`src/rtl/seg7_pkg.sv`:
```
// Shared definitions for the seven-segment scan driver: active-low glyph
// patterns (bit order g..a), the all-off segment word and the scan FSM states.
package seg7_pkg;

    localparam logic [6:0] GLYPH_0 = 7'h40;
    localparam logic [6:0] GLYPH_1 = 7'h79;
    localparam logic [6:0] GLYPH_2 = 7'h24;
    localparam logic [6:0] GLYPH_3 = 7'h30;
    localparam logic [6:0] GLYPH_4 = 7'h19;
    localparam logic [6:0] GLYPH_5 = 7'h12;
    localparam logic [6:0] GLYPH_6 = 7'h02;
    localparam logic [6:0] GLYPH_7 = 7'h78;
    localparam logic [6:0] GLYPH_8 = 7'h00;
    localparam logic [6:0] GLYPH_9 = 7'h10;
    localparam logic [6:0] GLYPH_A = 7'h08;
    localparam logic [6:0] GLYPH_B = 7'h03;
    localparam logic [6:0] GLYPH_C = 7'h46;
    localparam logic [6:0] GLYPH_D = 7'h21;
    localparam logic [6:0] GLYPH_E = 7'h06;
    localparam logic [6:0] GLYPH_F = 7'h0E;

    // Segment pattern for a digit that is selected but shows nothing.
    localparam logic [6:0] SEG_BLANK = 7'h7F;

    // Full segment word (dp included) with everything dark.
    localparam logic [7:0] SEG_OFF = 8'hFF;

    typedef enum logic {
        ST_BLANK,
        ST_SHOW
    } scan_state_t;

endpackage

```
`src/rtl/seg7_glyph.sv`:
```
// Combinational nibble-to-glyph decoder; A..F decode to hex letters.
module seg7_glyph
    import seg7_pkg::*;
(
    input  logic [3:0] nibble,
    output logic [6:0] seg_n
);

    // Map every nibble value to its active-low segment pattern.
    always_comb begin
        seg_n = GLYPH_0;
        unique case (nibble)
            4'h0: seg_n = GLYPH_0;
            4'h1: seg_n = GLYPH_1;
            4'h2: seg_n = GLYPH_2;
            4'h3: seg_n = GLYPH_3;
            4'h4: seg_n = GLYPH_4;
            4'h5: seg_n = GLYPH_5;
            4'h6: seg_n = GLYPH_6;
            4'h7: seg_n = GLYPH_7;
            4'h8: seg_n = GLYPH_8;
            4'h9: seg_n = GLYPH_9;
            4'hA: seg_n = GLYPH_A;
            4'hB: seg_n = GLYPH_B;
            4'hC: seg_n = GLYPH_C;
            4'hD: seg_n = GLYPH_D;
            4'hE: seg_n = GLYPH_E;
            4'hF: seg_n = GLYPH_F;
            default: seg_n = GLYPH_0;
        endcase
    end

endmodule

```
`src/rtl/seg7_scan_driver.sv`:
```
// Time-multiplexed common-anode seven-segment driver. Each digit slot starts
// with a dark gap to avoid ghosting; the displayed value is frozen per frame
// in snapshot registers so a frame never mixes old and new digits.
module seg7_scan_driver
    import seg7_pkg::*;
#(
    parameter int DIGITS       = 4,
    parameter int PRESCALE     = 4096,
    parameter int BLANK_CYCLES = 16
) (
    input  logic                  clk,
    input  logic                  n_reset,
    input  logic                  enable,
    input  logic [4*DIGITS-1:0]   bcd_in,
    input  logic [DIGITS-1:0]     dp_in,
    input  logic                  blank_lz,
    output logic [7:0]            seg_n,
    output logic [DIGITS-1:0]     dig_n,
    output logic                  frame_tick
);

    localparam int PCNT_W = (PRESCALE > 1) ? $clog2(PRESCALE) : 1;
    localparam int DIDX_W = (DIGITS > 1) ? $clog2(DIGITS) : 1;

    localparam logic [PCNT_W-1:0] PCNT_MAX  = PCNT_W'(PRESCALE - 1);
    localparam logic [PCNT_W-1:0] BLANK_END = PCNT_W'(BLANK_CYCLES);
    localparam logic [DIDX_W-1:0] DIDX_MAX  = DIDX_W'(DIGITS - 1);

    logic [PCNT_W-1:0]   pcnt;
    logic [DIDX_W-1:0]   didx;
    scan_state_t         state;

    logic [4*DIGITS-1:0] snap_bcd;
    logic [DIGITS-1:0]   snap_dp;
    logic                snap_blank_lz;

    logic [DIGITS-1:0]   lz_mask;
    logic                lz_all_zero;
    logic [3:0]          cur_nibble;
    logic [6:0]          glyph_n;
    logic [7:0]          seg_show;
    logic [DIGITS-1:0]   dig_show;
    logic                show_slot;
    logic                snap_point;

    assign snap_point = (pcnt == '0) && (didx == '0);
    assign show_slot  = enable && (pcnt >= BLANK_END);
    assign cur_nibble = snap_bcd[{didx, 2'b00} +: 4];

    seg7_glyph u_glyph (
        .nibble (cur_nibble),
        .seg_n  (glyph_n)
    );

    // Prescaler and digit index; disabling parks the scan at the frame start.
    always_ff @(posedge clk or negedge n_reset) begin
        if (!n_reset) begin
            pcnt <= '0;
            didx <= '0;
        end else if (!enable) begin
            pcnt <= '0;
            didx <= '0;
        end else if (pcnt == PCNT_MAX) begin
            pcnt <= '0;
            didx <= (didx == DIDX_MAX) ? '0 : didx + 1'b1;
        end else begin
            pcnt <= pcnt + 1'b1;
        end
    end

    // Latch the inputs once per frame at the very first cycle of digit 0.
    always_ff @(posedge clk or negedge n_reset) begin
        if (!n_reset) begin
            snap_bcd      <= '0;
            snap_dp       <= '0;
            snap_blank_lz <= 1'b0;
        end else if (snap_point) begin
            snap_bcd      <= bcd_in;
            snap_dp       <= dp_in;
            snap_blank_lz <= blank_lz;
        end
    end

    // Digit i (i >= 1) is suppressed while it and every digit above it are zero.
    always_comb begin
        lz_mask     = '0;
        lz_all_zero = 1'b1;
        for (int i = DIGITS - 1; i >= 1; i--) begin
            lz_all_zero = lz_all_zero & (snap_bcd[i*4 +: 4] == 4'h0);
            lz_mask[i]  = snap_blank_lz & lz_all_zero;
        end
    end

    // Segment and digit-select words for the digit currently being scanned.
    always_comb begin
        dig_show       = '1;
        dig_show[didx] = 1'b0;
        seg_show       = {~snap_dp[didx], lz_mask[didx] ? SEG_BLANK : glyph_n};
    end

    // Scan FSM with registered outputs; segments and digit select move together.
    always_ff @(posedge clk or negedge n_reset) begin
        if (!n_reset) begin
            state      <= ST_BLANK;
            seg_n      <= SEG_OFF;
            dig_n      <= '1;
            frame_tick <= 1'b0;
        end else begin
            frame_tick <= enable && (pcnt == PCNT_MAX) && (didx == DIDX_MAX);
            unique case (state)
                ST_BLANK: begin
                    if (show_slot) begin
                        state <= ST_SHOW;
                        seg_n <= seg_show;
                        dig_n <= dig_show;
                    end else begin
                        seg_n <= SEG_OFF;
                        dig_n <= '1;
                    end
                end
                ST_SHOW: begin
                    if (!show_slot) begin
                        state <= ST_BLANK;
                        seg_n <= SEG_OFF;
                        dig_n <= '1;
                    end else begin
                        seg_n <= seg_show;
                        dig_n <= dig_show;
                    end
                end
                default: begin
                    state <= ST_BLANK;
                    seg_n <= SEG_OFF;
                    dig_n <= '1;
                end
            endcase
        end
    end

endmodule
```
`config.mk`:
```
export PLATFORM = sky130hd
export DESIGN_NAME = seg7_scan_driver
export DESIGN_NICKNAME = d
export VERILOG_FILES = /design/src/rtl/seg7_pkg.sv /design/src/rtl/seg7_glyph.sv /design/src/rtl/seg7_scan_driver.sv
export SDC_FILE = /design/constraint.sdc
export NUM_CORES = 1
export LEC_CHECK = 0
export CELL_PAD_IN_SITES_DETAIL_PLACEMENT = 1
export CELL_PAD_IN_SITES_GLOBAL_PLACEMENT = 1
export CORE_ASPECT_RATIO = 1.2
export CORE_MARGIN = 2
export CORE_UTILIZATION = 27
export DETAILED_ROUTE_END_ITERATION = 6
export GPL_TIMING_DRIVEN = 0
export PLACE_DENSITY_LB_ADDON = 0.1
export SYNTH_ARGS = -nofsm -noshare
export SYNTH_HDL_FRONTEND = slang
export SYNTH_SLANG_ARGS = --single-unit
```
`constraint.sdc`:
```
create_clock -name clk -period 3.62 [get_ports clk]
set_input_delay 0.724 -clock clk [delete_from_list [all_inputs] [get_ports clk]]
set_output_delay 0.724 -clock clk [all_outputs]
set_load 0.01 [all_outputs]
```
Word level (Yosys, flattened, before mapping):

Memory sizes are Yosys's and may differ from the RTL's.
Index checks and enable logic that the tools add are counted.

* register bits: 48
* word-level logic and storage cells: 49
* memory bits (read-only): 112
* bits of input ports: 24
* output and inout bits: 13
* memories: 1

* reductions and logical operators: 10
* equal/unequal tests: 3
* add/sub/neg operators: 2
* shift operators: 1
* bitwise gates (word level): 7
* multiplexer cells: 14
* magnitude comparators: 3

Memories
* (name not given): depth 16, width 7, rd ports 1, clocked after memory_dff 0, write ports 0, line seg7_glyph.sv:12 `unique case (nibble)`

Operator list (count)
* $mux W12: 2
* $shiftx A16 B5 Y4: 1
* $add A12 B1 Y12 const B: 1
* $eq A12 B12 Y1 const B: 1
* $ge A12 B5 Y1 const B: 1
* $logic_not A12 Y1: 1
* $logic_not A4 Y1: 3
* $mux W8: 1
* $mux W7: 1
* $mux W2: 3
* $and A1 B1 Y1: 5
* $logic_and A1 B1 Y1: 5
* $bmux W1 S2: 2
* $mux W4: 1
* $not A4 Y4: 1
* $lt A2 B3 Y1 const B: 1
* $mux W1: 3
* $add A2 B1 Y2 const B: 1
* $demux W1 S2: 1
* $eq A2 B2 Y1 const B: 1
* $ge A2 B1 Y1 const B: 1
* $logic_not A2 Y1: 1
* $ne A2 B1 Y1 const B: 1
* $not A1 Y1: 1

Depth between registers and ports, before layout:

Gate-level depths: netlist of the first run.

* depth in word-level cells: 8
* mapped depth: 8
* mapped depth without buffers: 6

Modules after synthesis:

Synthesis of the first run repeated with hierarchy kept, for this count alone.

* cell total of the unflattened synthesis: 207
* area total of the unflattened synthesis: 2586.2 sq um

By module, submodules not included
* seg7_scan_driver: area an instance 2311.0 sq um, instances 1, cells an instance 175, seq. area each 1216.2 sq um
* seg7_glyph: area an instance 275.3 sq um, instances 1, cells an instance 32, seq. area each 0.0 sq um

Least setup slack after synthesis of the first run:

No wires, ideal clock.

* path kind: register to register
* start: reg didx[0]
* end: reg seg_n[4]
* library setup time: 0.086 ns
* clock period less this slack: 1.840 ns
* buffers on the path: 1
* stages on the path, launching flop included: 7
* arrival: 1.754 ns
* data required time: 3.534 ns
* slack: 1.780 ns
* cell sequence: dfrtp_1 > buf_6 > mux4_2 > ha_1 > mux2_1 > o21ai_1 > nand2_1

* cells in the longest elaborated chain, start to end: 4
* elaborated cells between the ends (all ways): 6
* those cells by class: shift (1); mux (4); memory (1)

RTL lines
* from (decl): line seg7_scan_driver.sv:30 `logic [DIDX_W-1:0] didx;`
* from (signal assigned): line seg7_scan_driver.sv:65 `didx <= (didx == DIDX_MAX) ? '0 : didx + 1'b1;`
* $shiftx A16 B5 Y4 / $bmux W1 S2 (equally long branches): line seg7_scan_driver.sv:48, seg7_scan_driver.sv:98
* $mem_v2 Z16 W7 / $mux W1 (equally long branches)
* $mux W7 (*): line seg7_scan_driver.sv:98 `seg_show = {~snap_dp[didx], lz_mask[didx] ? SEG_BLANK : glyph_n};`
* $mux W8 (*): line seg7_scan_driver.sv:112, seg7_scan_driver.sv:122
* to (signal assigned): line seg7_scan_driver.sv:114 `seg_n <= seg_show;`
* to (signal assigned): line seg7_scan_driver.sv:127 `seg_n <= seg_show;`
* to (decl): line seg7_scan_driver.sv:17 `output logic [7:0] seg_n,`

Mark *: on every way between the ends. The rest lies on a longest branch, timed or not. The select of a mux whose other input is x is not followed.
A chain may end at the register's enable or synchronous reset.

Final worst setup path of the first run:

* start: in enable
* end: reg seg_n[2]

* cells in the longest elaborated chain, start to end: 2

RTL lines
* from (decl): line seg7_scan_driver.sv:13 `input logic enable,`
* $logic_and A1 B1 Y1: line seg7_scan_driver.sv:47 `assign show_slot = enable && (pcnt >= BLANK_END);`
* $mux W8: line seg7_scan_driver.sv:112, seg7_scan_driver.sv:122

Every way passes these cells.

==> flow_metrics.py, run 1 <==
metrics = {
    "run_status": {
        "run_status": "complete, no violations",
    },
    "sta": {
        "final-max-slew-violation-count": 0,
        "slew_headroom_pct": 59.6,
        "fin_skew_ns": 0.0114,
        "worst_slew_pin_slew_ns": 0.605,
        "setup-tns-final_ns": 0,
        "setup_viol": 0,
        "timing.final.hold_violations": 0,
        "hold_slack_ns": 0.399,
        "period_minus_slack_ns": 2.38,
        "fmax_mhz": 420,
        "grt_setup_unrepaired": "no",
        "timing.final.crit_share_pct": 65.8,
    },
    "floorplanning": {
        "die-width_um": 90.0,
        "die_area_mm2": 0.00966,
        "rows": 37,
        "fp.dieH_um": 107,
        "core_area_mm2": 0.00861,
        "boundaryPins": 37,
        "start_util_pct": 27.9,
    },
    "clock_network": {
        "post_cts_resize_count": 0,
        "htreeDepth": 2,
        "cts_setup_buffers": 0,
        "cts_hold_buf": 0,
        "tritoncts": "yes",
        "cts-buffers-inserted": 5,
        "clkTransAtPathRegs_ns": 0.09,
        "cts_buffer_depth": 2,
        "cts_sinks": 48,
        "root_buffer": "clkbuf_8",
        "insertion_delay_ns": 0.31,
    },
    "detailed_routing": {
        "via_per_inst": 4.57,
        "ant_nets": 0,
        "drt-total-wl_um": 5310,
        "routedWlPerCell_um": 14.8,
        "drc": 0,
        "drtPass1Iterations": 4,
        "drt_iter0_drc": 33,
        "num_vias": 1639,
    },
    "logic_synthesis": {
        "ys_seq_area_share_pct": 50.7,
        "ys_ff_latch": 48,
        "synthDistinctLibCells": 36,
        "yosys_warnings": 0,
        "synth_cells": 197,
        "postSynthAreaPerCell_um2": 12.2,
        "synth_fp_nets": 233,
        "syn_area_mm2": 0.00240,
    },
    "setup_path": {
        "crit_chain": "clkdlybuf4s50_1 -> a21boi_1 -> o31a_1 -> o221ai_1",
        "critPathCaptureType": "flop",
        "required_ns": 3.82,
        "crit_slowest_cell": "clkdlybuf4s50_1",
        "cp_max_fo": 10,
        "critPathLaunchType": "input pin",
        "crit_type": "input pin to flop",
        "critPathMaxStageDelay_ns": 0.65,
        "crit_arrival_ns": 2.59,
    },
    "power": {
        "fin_total_pwr_mw": 1.30,
        "ir_drop_v": 0.000159,
        "power_density_mw_per_mm2": 426,
        "p_leak_nw": 1.22,
    },
    "global_route": {
        "antenna_found_initial": 0,
        "grt_pass1_vias": 1810,
        "grt_usage_pct": 12.2,
        "grt_start_max_net_pins": 27,
        "grt_pass1_wl_um": 9340,
        "grt.overflow.total": 0,
    },
    "cells_and_area": {
        "post-route-cell-area_mm2": 0.00304,
        "n_antenna_cell": 0,
        "nets": 277,
        "syn_to_final_growth_pct": 26.8,
        "fin_util_pct": 35.3,
        "n_fill_cell": 955,
        "drive_above_1_share_pct": 15.7,
    },
    "placed_design": {
        "io_buffer_count": 36,
        "gp_congestion": 0.736,
        "dpl.hpwl_um": 4040,
        "placed_area_mm2": 0.00292,
    },
    "job": {
        "drv_cap": 0,
    },
    "worst_hold_path": {
        "hp-class": "input pin to async pin",
    },
}
cell usage in the layout, fill, tap and decap left out, drive strengths merged, types with 2 or more instances in the layout:
cell and instances:
a21boi 2, a21oi 4, and2 5, and3 2, and4 2, buf 9, clkbuf 6, clkdlybuf4s50 35
dfrtp 36, dfstp 12, ha 12, inv 7, mux2 22, mux4 6, nand2 18, nand3 6
nand4 4, nor2 10, nor3 3, nor3b 2, nor4 6, o211ai 3, o21ai 3, or2 2
xnor2 9, xor2 5
critical path, delay by kind of cell:
| kind | cells | cell delay [ns] |
|---|---|---|
| compound gates | 3 | 1.20 |
| buf+inv | 1 | 0.65 |
synthesized netlist by cell type:
cell	n	area share, %
a21boi_1	2	0.63
mux2i_1	1	0.42
nor3b_1	1	0.31
and3_1	2	0.52
nor4_1	6	1.6
o31ai_2	1	0.52
o21a_1	1	0.31
dfstp_2	12	13
mux4_2	6	5.6
buf_2	5	1.0
mux2_1	21	9.9
o21ai_1	3	0.63
nor3_1	3	0.63
nand3_1	6	1.3
ha_1	12	6.3
nand4_1	4	1.0
o31a_1	1	0.37
nand2_1	18	2.8
o221ai_1	1	0.37
and4_1	2	0.73
nor3b_2	1	0.52
buf_6	2	0.94
a21oi_1	4	0.83
or2_0	2	0.52
xnor2_1	9	3.3
nor2_1	10	1.6
nand2b_1	1	0.26
nand3b_1	1	0.31
o211ai_1	3	0.94
nor2b_1	1	0.26
inv_1	7	1.1
dfrtp_1	36	38
and2_1	5	1.3
mux2_2	1	0.47
or3_1	1	0.26
xor2_1	5	1.8
path summary, 6_finish.rpt:
check	to	depth (start not counted)	start	slack (ns)
setup / recovery	seg_n[2]$_DFF_PN1_	4	enable	1.24
hold / removal	snap_bcd[4]$_DFFE_PN0P_	1	n_reset	0.40
setup reg to reg	snap_bcd[2]$_DFFE_PN0P_	8	didx[1]$_DFFE_PN0P_	1.57
hold reg to reg	snap_dp[3]$_DFFE_PN0P_	1	snap_dp[3]$_DFFE_PN0P_	0.51
max in group asynchronous	dig_n[0]$_DFF_PN1_	2	n_reset	2.60
min in group clk	snap_dp[3]$_DFFE_PN0P_	1	snap_dp[3]$_DFFE_PN0P_	0.51
sequential cells by signal, summed over array words and instances (netlist names):
| name | cells |
|---|---|
| didx | 2 |
| snap_dp | 4 |
| seg_n | 8 |
| snap_bcd | 16 |
| snap_blank_lz | 1 |
| dig_n | 4 |
| pcnt | 12 |
| frame_tick | 1 |
power breakdown:
group | internal, mW | total, mW | switching, mW
combinational | 0.128 | 0.241 | 0.113
sequential | 0.587 | 0.635 | 0.0484
clock | 0.226 | 0.421 | 0.195
per-stage QoR:
step | instances | setup slack [ns]
6_report | 359 | 1.24
3_5_place_dp | 351 | 0.854
4_1_cts | 359 | 1.18
3_3_place_gp | 350 | 0.324
5_1_grt | 359 | 1.07
2_1_floorplan | 197 | 1.78
cell type report:
cell class	instances	area, um^2	area share (%)
inverters	7	26.3	0.864
multi-input cells	135	1110	36.4
clock inverters	2	38.8	1.28
repair buffers	37	375	12.3
clock buffers	6	82.6	2.71
well taps	117	146	4.81
flip-flops and latches	48	1220	40.0
plain buffers	7	47.5	1.56
metal layers:
metal	global-route usage, %	up-vias	part of all wire, %	wire length, um
li1	-	781	-	-
met1	14.8	823	45	2380
met2	22.1	30	51	2720
met3	2.59	5	2.6	140
met4	3.30	0	1.2	62
met5	0	-	0	0
cell families (layout without fill, tap and decap cells):
logic type,count (synthesis),in the layout,synth area share (%)
xor gates and xnor gates,14,14,5.11
and+or+nand+nor,64,64,13.9
adders and majority gates,12,12,6.26
buffers and inverters,14,59,3.08
DFF,48,48,50.7
muxes,29,29,16.4
AOI/OAI and AO/OA,16,16,4.59
Power figures use the tool's default switching activity.
==> run 2, diff against run 1 <==
clock period = 2.5 ns   (was 3.62 ns; I/O delays follow)
==> results of run 2 <==
The final DEF is identical to that of run 1. Status: complete, no violations.
Main changes from that run: setup slack after placement 0.854 ns -> -0.0418 ns; setup slack after layout 1.24 ns -> 0.341 ns; hold slack 0.399 ns -> 0.175 ns; register-to-register setup slack 1.57 ns -> 0.45 ns; total power 1.30 mW -> 1.88 mW; worst IR drop on VDD 0.000159 V -> 0.000230 V
==> run 3, diff against run 2 <==
REMOVE_ABC_BUFFERS = 1   (was unset)
==> run 3 against run 2 <==
Net effect: design area fell by 0.99%; via count is 0.12% higher; clock power about the same; clock-buffer cell count rose by 1; register-to-register slack got worse by 0.16 ns; largest cell class unchanged; largest power group unchanged; highest routed layer unchanged.
==> flow_metrics.py, run 3 (synthesis gave the netlist of run 1 again) <==
metrics = {
    "run_status": {
        "run_status": "complete, no violations",
    },
    "power": {
        "power_density_mw_per_mm2": 618,
        "p_leak_nw": 1.19,
        "fin_total_pwr_mw": 1.86,
        "ir_drop_v": 0.000203,
    },
    "clock_network": {
        "cts_setup_buffers": 0,
        "cts_buffer_depth": 2,
        "cts_sinks": 48,
        "clkTransAtPathRegs_ns": 0.09,
        "root_buffer": "clkbuf_8",
        "cts-buffers-inserted": 5,
        "htreeDepth": 2,
        "insertion_delay_ns": 0.30,
        "cts_hold_buf": 0,
        "tritoncts": "yes",
    },
    "detailed_routing": {
        "drt_iter0_drc": 38,
        "drt-total-wl_um": 5140,
        "via_per_inst": 4.66,
        "ant_nets": 0,
        "num_vias": 1641,
        "drtPass1Iterations": 2,
        "routedWlPerCell_um": 14.6,
        "drc": 0,
    },
    "setup_path": {
        "critPathLaunchType": "flop",
        "cp_max_fo": 21,
        "crit_chain": "inv_1 -> ha_1 -> nand2_1 -> nor3_1 -> nand3_4 -> mux2_1",
        "required_ns": 2.68,
        "critPathMaxStageDelay_ns": 0.58,
        "crit_slowest_cell": "dfrtp_1",
        "critPathCaptureType": "flop",
        "rr_worst_depth": 6,
        "crit_arrival_ns": 2.39,
        "crit_type": "flop to flop",
    },
    "placed_design": {
        "gp_congestion": 0.689,
        "dpl.hpwl_um": 3930,
        "io_buffer_count": 36,
        "placed_area_mm2": 0.00287,
    },
    "floorplanning": {
        "start_util_pct": 27.9,
        "die_area_mm2": 0.00966,
        "fp.dieH_um": 107,
        "die-width_um": 90.0,
        "rows": 37,
        "core_area_mm2": 0.00861,
        "boundaryPins": 37,
    },
    "global_route": {
        "grt_start_max_net_pins": 26,
        "grt_pass1_wl_um": 8870,
        "grt_usage_pct": 11.6,
        "antenna_found_initial": 0,
        "grt_pass1_vias": 1708,
        "grt.overflow.total": 0,
    },
    "cells_and_area": {
        "layout_commonest_cell": "dfrtp_1",
        "layout_common_cells": "dfrtp_1, clkdlybuf4s50_1, mux2_1",
        "drive_above_1_share_pct": 13.6,
        "largest_reg_flops": 16,
        "post-route-cell-area_mm2": 0.00301,
        "top_register": "snap_bcd",
        "n_antenna_cell": 0,
        "fin_util_pct": 35.0,
        "syn_to_final_growth_pct": 25.6,
        "nets": 270,
        "top_regs": "snap_bcd (16), pcnt (12), seg_n (8)",
    },
    "sta": {
        "worst_slew_pin_slew_ns": 0.650,
        "period_minus_slack_ns": 2.21,
        "grt_setup_unrepaired": "no",
        "slew_headroom_pct": 56.3,
        "fin_skew_ns": 0.00480,
        "final-max-slew-violation-count": 0,
        "setup_viol": 0,
        "hold_slack_ns": 0.184,
        "timing.final.crit_share_pct": 88.5,
        "fmax_mhz": 452,
        "timing.final.hold_violations": 0,
    },
    "job": {
        "drv_cap": 0,
    },
    "worst_hold_path": {
        "hp-class": "input pin to async pin",
    },
}
run 3: cell types whose count changed in the layout (fill, tap and decap cells not counted), sizes merged:
cell,previous run,this run
buf,9,2
clkbuf,6,7
clkinv,1,0
run 3: critical path, delay by kind of cell (launching register included):
family	cells	cell delay, ns
AND/OR/NAND/NOR	3	0.66
flip-flops	1	0.58
multiplexers	1	0.44
buffers and inverters	1	0.21
adder cells (fa/ha/maj)	1	0.19
run 3: metrics by stage:
stage	cells	setup WS [ns]	TNS, ns
after detailed placement	344	-0.378	-7.63
after floorplan	190	0.311	0
after CTS	352	0.00740	0
final	352	0.287	0
after global routing	352	0.0262	0
after global placement	343	-0.573	-28.47
run 3: path summary, 6_finish.rpt:
kind / from / end / slack (ns)
worst max-delay path: didx[0]$_DFFE_PN0P_ / snap_bcd[7]$_DFFE_PN0P_ / 0.29
worst min-delay path: n_reset / snap_bcd[1]$_DFFE_PN0P_ / 0.18
worst max register to register: didx[0]$_DFFE_PN0P_ / snap_bcd[7]$_DFFE_PN0P_ / 0.29
worst min register to register: snap_bcd[0]$_DFFE_PN0P_ / snap_bcd[0]$_DFFE_PN0P_ / 0.49
max in group asynchronous: n_reset / dig_n[1]$_DFF_PN1_ / 1.71
min in group clk: snap_bcd[0]$_DFFE_PN0P_ / snap_bcd[0]$_DFFE_PN0P_ / 0.49
run 3: area by class of cell:
class                           instances  area (um^2)
Inverter                                7         26.3
Clock buffer                            7         96.3
Clock inverter                          1         30.0
Sequential cell                        48         1220
Multi-Input combinational cell        135         1120
Timing Repair Buffer                   37          375
Tap cell                              117          146
Fill cell                             965         5600
run 3: per-layer routing:
layer	wire length, um	GRT usage, %	up-vias
met3	137	2.31	6
li1	-	-	764
met2	2690	20.5	20
met4	63	3.63	0
met1	2260	14.3	851
met5	0	0	-
run 3: where the power goes:
| group | switching (mW) | leakage [nW] | total, mW | internal [mW] |
|---|---|---|---|---|
| clock network | 0.255 | 0.0645 | 0.608 | 0.353 |
| registers | 0.0686 | 0.578 | 0.918 | 0.849 |
| logic | 0.159 | 0.547 | 0.336 | 0.177 |
run 3: timing repair:
action	in CTS	in global routing
endpoints found under the setup margin	21	21
gates cloned	0	0
resized for setup	1	1
hold endpoints to repair	0	0
pin swaps	0	0
